$ cat src/rtl/fdiv_arb_pkg.sv
// fdiv_arb_pkg: shared defaults, requester id and tag-pipe entry for fdiv_arb.
// FDIV_ARB_DZ_FLAG_EN adds the divide-by-zero bit to the pipe entry.
package fdiv_arb_pkg;
   localparam int LAT_DEF   = 5;
   localparam int TAG_W_DEF = 5;
   // Entry tag field is sized for the widest supported TAG_W; narrower tags are zero-extended.
   localparam int TAG_W_MAX = 16;

   typedef enum logic {
      REQ0 = 1'b0,
      REQ1 = 1'b1
   } req_id_t;

   typedef struct packed {
      logic                 valid;
      req_id_t              id;
      logic [TAG_W_MAX-1:0] tag;
`ifdef FDIV_ARB_DZ_FLAG_EN
      logic                 dz;
`endif
   } pipe_entry_t;

   function automatic logic is_zero_divisor(input logic [30:0] mag);
      return mag == 31'd0;
   endfunction
endpackage

$ cat src/rtl/fdiv_tag_pipe.sv
// fdiv_tag_pipe: LAT+1-deep, never-stalling shift register of pipe entries.
// flush0/flush1 invalidate every entry of that requester, including the one shifting in.
module fdiv_tag_pipe
   import fdiv_arb_pkg::*;
#(
   parameter int LAT = LAT_DEF
) (
   input  logic        clk,
   input  logic        rst,
   input  pipe_entry_t in_entry,
   input  logic        flush0,
   input  logic        flush1,
   output pipe_entry_t tail,
   output logic        busy
);
   pipe_entry_t stage [LAT+1];

   function automatic pipe_entry_t kill(input pipe_entry_t e, input logic f0, input logic f1);
      pipe_entry_t r;
      r       = e;
      r.valid = e.valid & ~((e.id == REQ0) ? f0 : f1);
      return r;
   endfunction

   always_ff @(posedge clk or negedge rst)
      if (!rst)
         for (int i = 0; i <= LAT; i++) stage[i] <= '0;
      else begin
         stage[0] <= kill(in_entry, flush0, flush1);
         for (int i = 1; i <= LAT; i++) stage[i] <= kill(stage[i-1], flush0, flush1);
      end

   always_comb begin
      busy = 1'b0;
      for (int i = 0; i <= LAT; i++) busy = busy | stage[i].valid;
   end

   assign tail = stage[LAT];
endmodule

$ cat src/rtl/fdiv_arb.sv
// fdiv_arb: round-robin arbiter sharing one pipelined FP32 divider between two requesters.
// Define FDIV_ARB_DZ_FLAG_EN to add the rsp_dz divide-by-zero flag output.
module fdiv_arb
   import fdiv_arb_pkg::*;
#(
   parameter int LAT   = LAT_DEF,
   parameter int TAG_W = TAG_W_DEF
) (
   input  logic             clk,
   input  logic             rst,
   input  logic             req0_valid,
   output logic             req0_ready,
   input  logic [31:0]      req0_a,
   input  logic [31:0]      req0_b,
   input  logic [TAG_W-1:0] req0_tag,
   input  logic             req1_valid,
   output logic             req1_ready,
   input  logic [31:0]      req1_a,
   input  logic [31:0]      req1_b,
   input  logic [TAG_W-1:0] req1_tag,
   input  logic             flush0,
   input  logic             flush1,
   output logic [31:0]      div_a,
   output logic [31:0]      div_b,
   input  logic [31:0]      div_result,
   output logic             rsp0_valid,
   output logic             rsp1_valid,
   output logic [31:0]      rsp_data,
   output logic [TAG_W-1:0] rsp_tag,
   output logic             busy
`ifdef FDIV_ARB_DZ_FLAG_EN
   ,
   output logic             rsp_dz
`endif
);
   logic        rr, elig0, elig1, grant0, grant1, acc, unused_tag;
   pipe_entry_t in_entry, tail;

   // A requester being flushed drops out of arbitration so the other one can win.
   assign elig0      = req0_valid & ~flush0;
   assign elig1      = req1_valid & ~flush1;
   assign grant0     = elig0 & (~elig1 | ~rr);
   assign grant1     = elig1 & (~elig0 | rr);
   assign req0_ready = grant0 & rst;
   assign req1_ready = grant1 & rst;
   assign acc        = req0_ready | req1_ready;

   always_comb begin
      in_entry       = '0;
      in_entry.valid = acc;
      in_entry.id    = req1_ready ? REQ1 : REQ0;
      in_entry.tag   = TAG_W_MAX'(req1_ready ? req1_tag : req0_tag);
`ifdef FDIV_ARB_DZ_FLAG_EN
      in_entry.dz    = is_zero_divisor(req1_ready ? req1_b[30:0] : req0_b[30:0]);
`endif
   end

   always_ff @(posedge clk or negedge rst)
      if (!rst) begin
         rr    <= 1'b0;
         div_a <= '0;
         div_b <= '0;
      end else begin
         if (elig0 & elig1) rr <= ~rr;
         if (acc) begin
            div_a <= req1_ready ? req1_a : req0_a;
            div_b <= req1_ready ? req1_b : req0_b;
         end
      end

   fdiv_tag_pipe #(.LAT(LAT)) u_pipe (
      .clk      (clk),
      .rst      (rst),
      .in_entry (in_entry),
      .flush0   (flush0),
      .flush1   (flush1),
      .tail     (tail),
      .busy     (busy)
   );

   assign rsp0_valid = tail.valid & (tail.id == REQ0);
   assign rsp1_valid = tail.valid & (tail.id == REQ1);
   assign rsp_data   = div_result;
   assign rsp_tag    = tail.tag[TAG_W-1:0];
   assign unused_tag = ^tail.tag;
`ifdef FDIV_ARB_DZ_FLAG_EN
   assign rsp_dz     = tail.dz;
`endif
endmodule

$ cat config.mk
export PLATFORM = sky130hd
export DESIGN_NAME = fdiv_arb
export DESIGN_NICKNAME = d
export VERILOG_FILES = /design/src/rtl/fdiv_arb_pkg.sv /design/src/rtl/fdiv_tag_pipe.sv /design/src/rtl/fdiv_arb.sv
export SDC_FILE = /design/constraint.sdc
export NUM_CORES = 1
export LEC_CHECK = 0
export ABC_CLOCK_PERIOD_IN_PS = 4500
export CAP_MARGIN = 20
export CELL_PAD_IN_SITES_DETAIL_PLACEMENT = 0
export CELL_PAD_IN_SITES_GLOBAL_PLACEMENT = 1
export CORE_AREA = 4 4 106 108
export DETAILED_ROUTE_END_ITERATION = 6
export DIE_AREA = 0 0 110 112
export DONT_BUFFER_PORTS = 1
export GPL_ROUTABILITY_DRIVEN = 0
export HOLD_SLACK_MARGIN = 0.03
export PLACE_DENSITY_LB_ADDON = 0.1
export SYNTH_ARGS = -nofsm -noshare
export SYNTH_HDL_FRONTEND = slang
export SYNTH_SLANG_ARGS = --single-unit
$ cat constraint.sdc
create_clock -name clk -period 4.5 [get_ports clk]
set_input_delay 1.35 -clock clk [delete_from_list [all_inputs] [get_ports clk]]
set_output_delay 1.35 -clock clk [all_outputs]
set_load 0.01 [all_outputs]
==> impl_results.md, run 1 <==
* Initial core utilization at 49.8%
* Hold_buf cts at 0
* Initial antenna violation count at 4
* Total Power Consumption at 2170 uW
* Sequential share of the synthesized area at 52.5%
* CP Capture Type: primary output
* Cells after Synth at 398
* Hold Crit Class: reg2reg
* R2R Path End: u_pipe.stage[93]
* Avg Inst Size Synth at 12.8 sq um
* Fillcell total at 880
* Worst skew pair latency at 0.36 ns
* Post-synth EDFFs at 0
* Multi-input logic area at 1870 sq um
* Max Slew Vio Count at 0
* Cts repair resizes at 0
* Delay of the slowest cell on the worst path at 0.32 ns
* Top Ports at 282
* Total die area at 12300 sq um
* Max Cap Viol at 0
* Layout cell share with drive strength beyond 1 at 27.4%
* First-pass GRT wire length at 20000 microns
* Worst Clk Skew at 0.0170 ns
* TritonRoute pass-1 iters at 4
* Core Region at 10200 sq um
* Worst EP arrival at 2.02 ns
* Nets@finish at 514
* Clk root buf: clkbuf_8
* Worst reg-to-reg path cell count at 4
* Synth top area cells: dfrtp_1 53%, o221a_2 8.8%, a221oi_2 5.9%
* Slew @ Worst Pin at 0.531 ns
* DP HPWL at 8570 microns
* Post-synth top flop: dfrtp_1
* Vias in the first global route at 3389
* Post-layout instance area at 5050 sq um
* Pleak at 0.00200 uW
* Register area at 2680 sq um
* Sum of buffers and inverters on the critical path at 1
* Total Wirelength at 12800 microns
* Yosys top cell by area: dfrtp_1
* DRC at 0
* Placed instance area at 4820 sq um
* Outcome: completed
* Fin util at 49.4%
* Critical path launch point type: input port
* Final hold vios at 0
* Warnings from Yosys at 0
* Tcrit/Tclk final at 74.9%
* FMAX at 297 MHz
* Critical path class: in2out
* Vias at 3127
* Detail Route Antenna Nets at 0
* Grt total ovfl at 0
* Buffer count from post-CTS setup fixing at 0
* CTS tree: built
* Port buffer count at 0
* CP required at 3.15 ns
* Die extent in x at 110 microns
* Max rail drop VDD at 0.000213 V
* Rel. slew slack at 64.6%
* CTS buffer count at 9
* Largest net degree at the start of global routing at 135
* Post-synth cell types at 32
* Starting DRT DRC Count at 177
* Worst-case clock buffer depth at 2
* Die Y at 112 microns
* Final setup vio count at 0
* Crit path to: req0_ready
* Synth async-reset ratio at 100%
* Worst-path cell chain: and3b_1 -> buf_4 -> nor2_1
* H-tree Lvls at 3
* CTS Sinks at 107
* Crit-path slowest cell: buf_4
* Crit-path max FO at 41
* DR WL/cell at 26.6 microns
* Yosys reg bits at 107
* CP startpoint: flush1
* Critical path depth in cells at 3
* TNS Setup at 0 ns
* Cell Area, Synth at 5100 sq um
* Area delta synth->final at -0.908%
* Non-filler instance count after layout at 482
* Syn nets at 574
* Clk slew on worst S/H paths at 0.11 ns
* Gr usage total at 21.0%
* Min Tclk post-route at 3.37 ns
* RSZ-0062 raised after global routing: false
* Top cell type's share of synthesized area at 52.5%
* Placed insts at 463
* Pwr dens at 430 nW/um^2
* Register-to-register setup slack at 2.57 ns
* Cell family with most CP delay: simple AND/OR/NAND/NOR gates
* FF-to-FF Start: rr
* Row count at 37
* Vias/cell at 6.49
[placed cells by master, fill, tap and decap left out, types with 2 or more instances in the layout]
master and count:
a221oi_2 20, and2_1 6, nand3b_1 2, nor2_1 3, inv_1 2, o221a_2 40
a221oi_1 4, a2bb2oi_1 24, clkinv_8 2, mux2i_1 5, diode_2 3, inv_8 2
and4b_1 24, dfrtp_1 107, o21ai_0 24, clkbuf_8 9, nand2b_1 2, buf_4 9
or3_1 40, mux2_2 5
[per-layer routing]
metal	vias to the layer above	global-route usage (%)	share of wire, %
met2	156	32.8	49
met3	18	8.00	9.2
met1	1565	27.6	41
met5	-	0	0.10
li1	1386	-	-
met4	2	5.07	1.1
[flip-flops by register name, summed over array words and instances, names as in the netlist]
name,cells
u_pipe.stage,35
div_a,32
div_b,32
u_pipe.tail,7
rr,1
[kinds of logic (layout without fill, tap and decap cells)]
logic type / Yosys count / count (layout) / share of synthesized area, %
AO/OA/AOI/OAI: 113 / 113 / 22.0
XOR/XNOR: 1 / 1 / 0.172
buffers and inverters: 83 / 28 / 11.0
flip-flops: 107 / 107 / 52.5
multiplexers: 10 / 10 / 2.09
other: 0 / 3 / 0
AND/OR/NAND/NOR: 84 / 84 / 12.2
[where the power goes]
group / internal (uW) / leakage, uW / switching, uW / total [uW]
Clock: 278 / 0.000113 / 364 / 642
Sequential: 1090 / 0.00123 / 160 / 1250
Combinational: 147 / 0.000661 / 130 / 276
Total: 1520 / 0.00200 / 653 / 2170
[how the worst min path moves through the flow]
| stage | depth (start not counted) | slack, ns | start | endpoint |
|---|---|---|---|---|
| 6_report | 0 | 0.36 | u_pipe.stage[21] | u_pipe.tail[3] |
| 5_1_grt | 0 | 0.36 | u_pipe.stage[93] | u_pipe.stage[75] |
| 4_1_cts | 0 | 0.36 | u_pipe.stage[21] | u_pipe.tail[3] |
| 3_5_place_dp | 0 | 0.33 | u_pipe.stage[90] | u_pipe.stage[72] |
| 3_3_place_gp | 0 | 0.33 | u_pipe.stage[39] | u_pipe.stage[21] |
| 2_1_floorplan | 0 | 0.33 | u_pipe.stage[36] | u_pipe.stage[18] |
[worst register-to-register path: stages, from the launching register on]
cell and delay, ns:
dfrtp_1 0.45, or3b_1 0.43, nand2b_4 0.09, buf_4 0.42, mux2_2 0.43
[synthesized netlist by cell type (2+ instances only)]
cell type	number
buf_2	12
and4b_1	24
o21ai_0	24
inv_1	2
nand3b_1	2
buf_8	4
nor2_1	3
dfrtp_1	107
a221oi_1	4
clkbuf_1	20
buf_4	38
nand2b_1	2
mux2_2	5
o221a_2	40
or3_1	40
and2_1	6
buf_6	4
a221oi_2	20
a2bb2oi_1	24
mux2i_1	5
[metrics by stage]
stage / hold WS, ns / setup slack, ns
global placement: 0.331 / 1.13
global route: 0.359 / 1.07
CTS: 0.357 / 1.14
detailed placement: 0.335 / 1.14
finish: 0.355 / 1.13
floorplan: 0.331 / 0.798
[area by class of cell]
cell class                 count  area share, %
antenna                        3          0.149
clock buffer                   9           2.45
clock inverter                 7           2.03
inverter                       2          0.149
multi-input combinational    208           37.1
sequential                   107           53.0
tap                          136           3.37
timing repair buffer          10           1.73
Power figures use the tool's default switching activity.
==> run 2, diff against run 1 <==
--- a/config.mk
+++ b/config.mk
@@ -5,13 +5,13 @@
 export SDC_FILE = /design/constraint.sdc
 export NUM_CORES = 1
 export LEC_CHECK = 0
-export ABC_CLOCK_PERIOD_IN_PS = 4500
+export ABC_CLOCK_PERIOD_IN_PS = 3300
 export CAP_MARGIN = 20
 export CELL_PAD_IN_SITES_DETAIL_PLACEMENT = 0
 export CELL_PAD_IN_SITES_GLOBAL_PLACEMENT = 1
-export CORE_AREA = 4 4 106 108
+export CORE_AREA = 4 4 110 112
 export DETAILED_ROUTE_END_ITERATION = 6
-export DIE_AREA = 0 0 110 112
+export DIE_AREA = 0 0 114 116
 export DONT_BUFFER_PORTS = 1
 export GPL_ROUTABILITY_DRIVEN = 0
 export HOLD_SLACK_MARGIN = 0.03
==> constraint.sdc (replaced) <==
create_clock -name clk -period 3.3 [get_ports clk]
set_input_delay 0.99 -clock clk [delete_from_list [all_inputs] [get_ports clk]]
set_output_delay 0.99 -clock clk [all_outputs]
set_load 0.01 [all_outputs]
==> run 2 against run 1 <==
Net effect: combinational power increased by 34%; sequential share of layout area decreased by 0.98 points; routed wire length decreased by 4.0%; critical path depth unchanged; critical path type unchanged; power increased by 48%; count of clock-buffer cells in the layout increased by 2; worst hold slack got worse by 0.014 ns; setup slack got worse by 0.41 ns; final cell count increased by 1.2%; largest cell class unchanged.
==> impl_results.md, run 2 (synthesis gave the netlist of run 1 again) <==
* Outcome: completed
* Vias in the first global route at 3338
* CTS buffer count at 9
* Sequential Power Share at 53.1%
* Final hold vios at 0
* Vias/cell at 6.39
* Clk root buf: clkbuf_16
* Pwr dens at 624 nW/um^2
* Largest regs: u_pipe.stage (35), div_a (32), div_b (32)
* Clk slew on worst S/H paths at 0.07 ns
* Initial core utilization at 45.4%
* Nets@finish at 515
* DP HPWL at 8310 microns
* CP required at 2.31 ns
* Die extent in x at 114 microns
* Core Region at 11200 sq um
* Critical path launch point type: input port
* Hold_buf cts at 0
* Worst skew pair latency at 0.34 ns
* Largest net degree at the start of global routing at 135
* H-tree Lvls at 3
* RSZ-0062 raised after global routing: false
* Fin util at 45.9%
* Starting DRT DRC Count at 242
* Power Internal at 2320 uW
* Gr usage total at 18.3%
* Psw at 890 uW
* Initial antenna violation count at 0
* DR WL/cell at 25.3 microns
* Worst Clk Skew at 0.00993 ns
* Total die area at 13200 sq um
* Dpl ws at 0.708 ns
* Most frequent cells in the layout: 107 x dfrtp_1, 40 x or3_1, 40 x o221a_2
* Max Slew Vio Count at 0
* Final setup vio count at 0
* Die Y at 116 microns
* Max rail drop VDD at 0.000278 V
* Buffer count from post-CTS setup fixing at 0
* Logic gate share of total power at 11.5%
* Min Tclk post-route at 2.58 ns
* Critical path class: in2out
* Detail Route Antenna Nets at 0
* DRC at 0
* Grt total ovfl at 0
* Switching Share at 27.7%
* Max reg flops at 35
* TritonRoute pass-1 iters at 6
* Register-to-register setup slack at 1.40 ns
* Port buffer count at 0
* Worst-case clock buffer depth at 2
* Top Ports at 282
* CTS tree: built
* Max Cap Viol at 0
* Commonest non-fill, non-tap cell in the layout: dfrtp_1
* Tcrit/Tclk final at 78.2%
* Rel. slew slack at 67.6%
* FMAX at 388 MHz
* Slew @ Worst Pin at 0.486 ns
* Layout cell share with drive strength beyond 1 at 27.6%
* Pleak at 0.00205 uW
* Vias at 3117
* Total Wirelength at 12300 microns
* Hold Crit Class: in2async
* First-pass GRT wire length at 18800 microns
* Top reg by flops: u_pipe.stage
* Area delta synth->final at 0.957%
* Worst EP arrival at 1.59 ns
* CTS Sinks at 107
* Row count at 39
* Tightest hold margin at 0.342 ns
* Cts repair resizes at 0
* TNS Setup at 0 ns
* Clock Power Share at 35.4%
* CP Capture Type: primary output
* Crit-path max FO at 9
* Fillcell total at 1013
* Final WS setup at 0.720 ns
## run 2: through the flow
stage	area (sq um)	std cells	power (uW)
6_report	5150	488	3210
3_3_place_gp	4820	471	2100
5_1_grt	5140	487	3360
4_1_cts	5140	487	3260
3_5_place_dp	4820	471	2110
2_1_floorplan	5100	398	2070
## run 2: power by group through the flow
stage	logic, uW	registers (uW)	clock network (uW)
2_1_floorplan	394	1670	0
3_3_place_gp	366	1740	0
3_5_place_dp	379	1730	0
4_1_cts	374	1710	1170
5_1_grt	406	1730	1230
6_report	369	1700	1140
## run 2: path summary, 6_finish.rpt
path	start	to	depth (start not counted)
max in group asynchronous	rst	div_b[23]	0
min in group clk	u_pipe.stage[37]	u_pipe.stage[19]	0
max reg2reg	rr	u_pipe.stage[94]	4
max	flush0	req1_ready	3
min	rst	div_a[16]	0
min reg2reg	u_pipe.stage[37]	u_pipe.stage[19]	0
## run 2: area by class of cell
class | count | area (sq um) | area share, %
Inverter | 2 | 7.51 | 0.146
Clock buffer | 11 | 243 | 4.72
Antenna cell | 1 | 2.50 | 0.0486
Timing Repair Buffer | 11 | 82.6 | 1.60
Sequential cell | 107 | 2680 | 52.0
Tap cell | 143 | 179 | 3.48
Clock inverter | 5 | 77.6 | 1.51
Multi-Input combinational cell | 208 | 1880 | 36.5
## run 2: critical path, cell delays in order
cell      delay (ns)
or3b_1          0.42
nand2b_4        0.10
inv_1           0.08
## run 2: per-layer routing
layer	vias to the layer above	part of all wire, %	GRT usage [%]
met4	0	3.2	8.55
met2	172	50	29.9
li1	1382	-	-
met5	-	0	0
met1	1529	38	22.7
met3	34	8.7	4.96
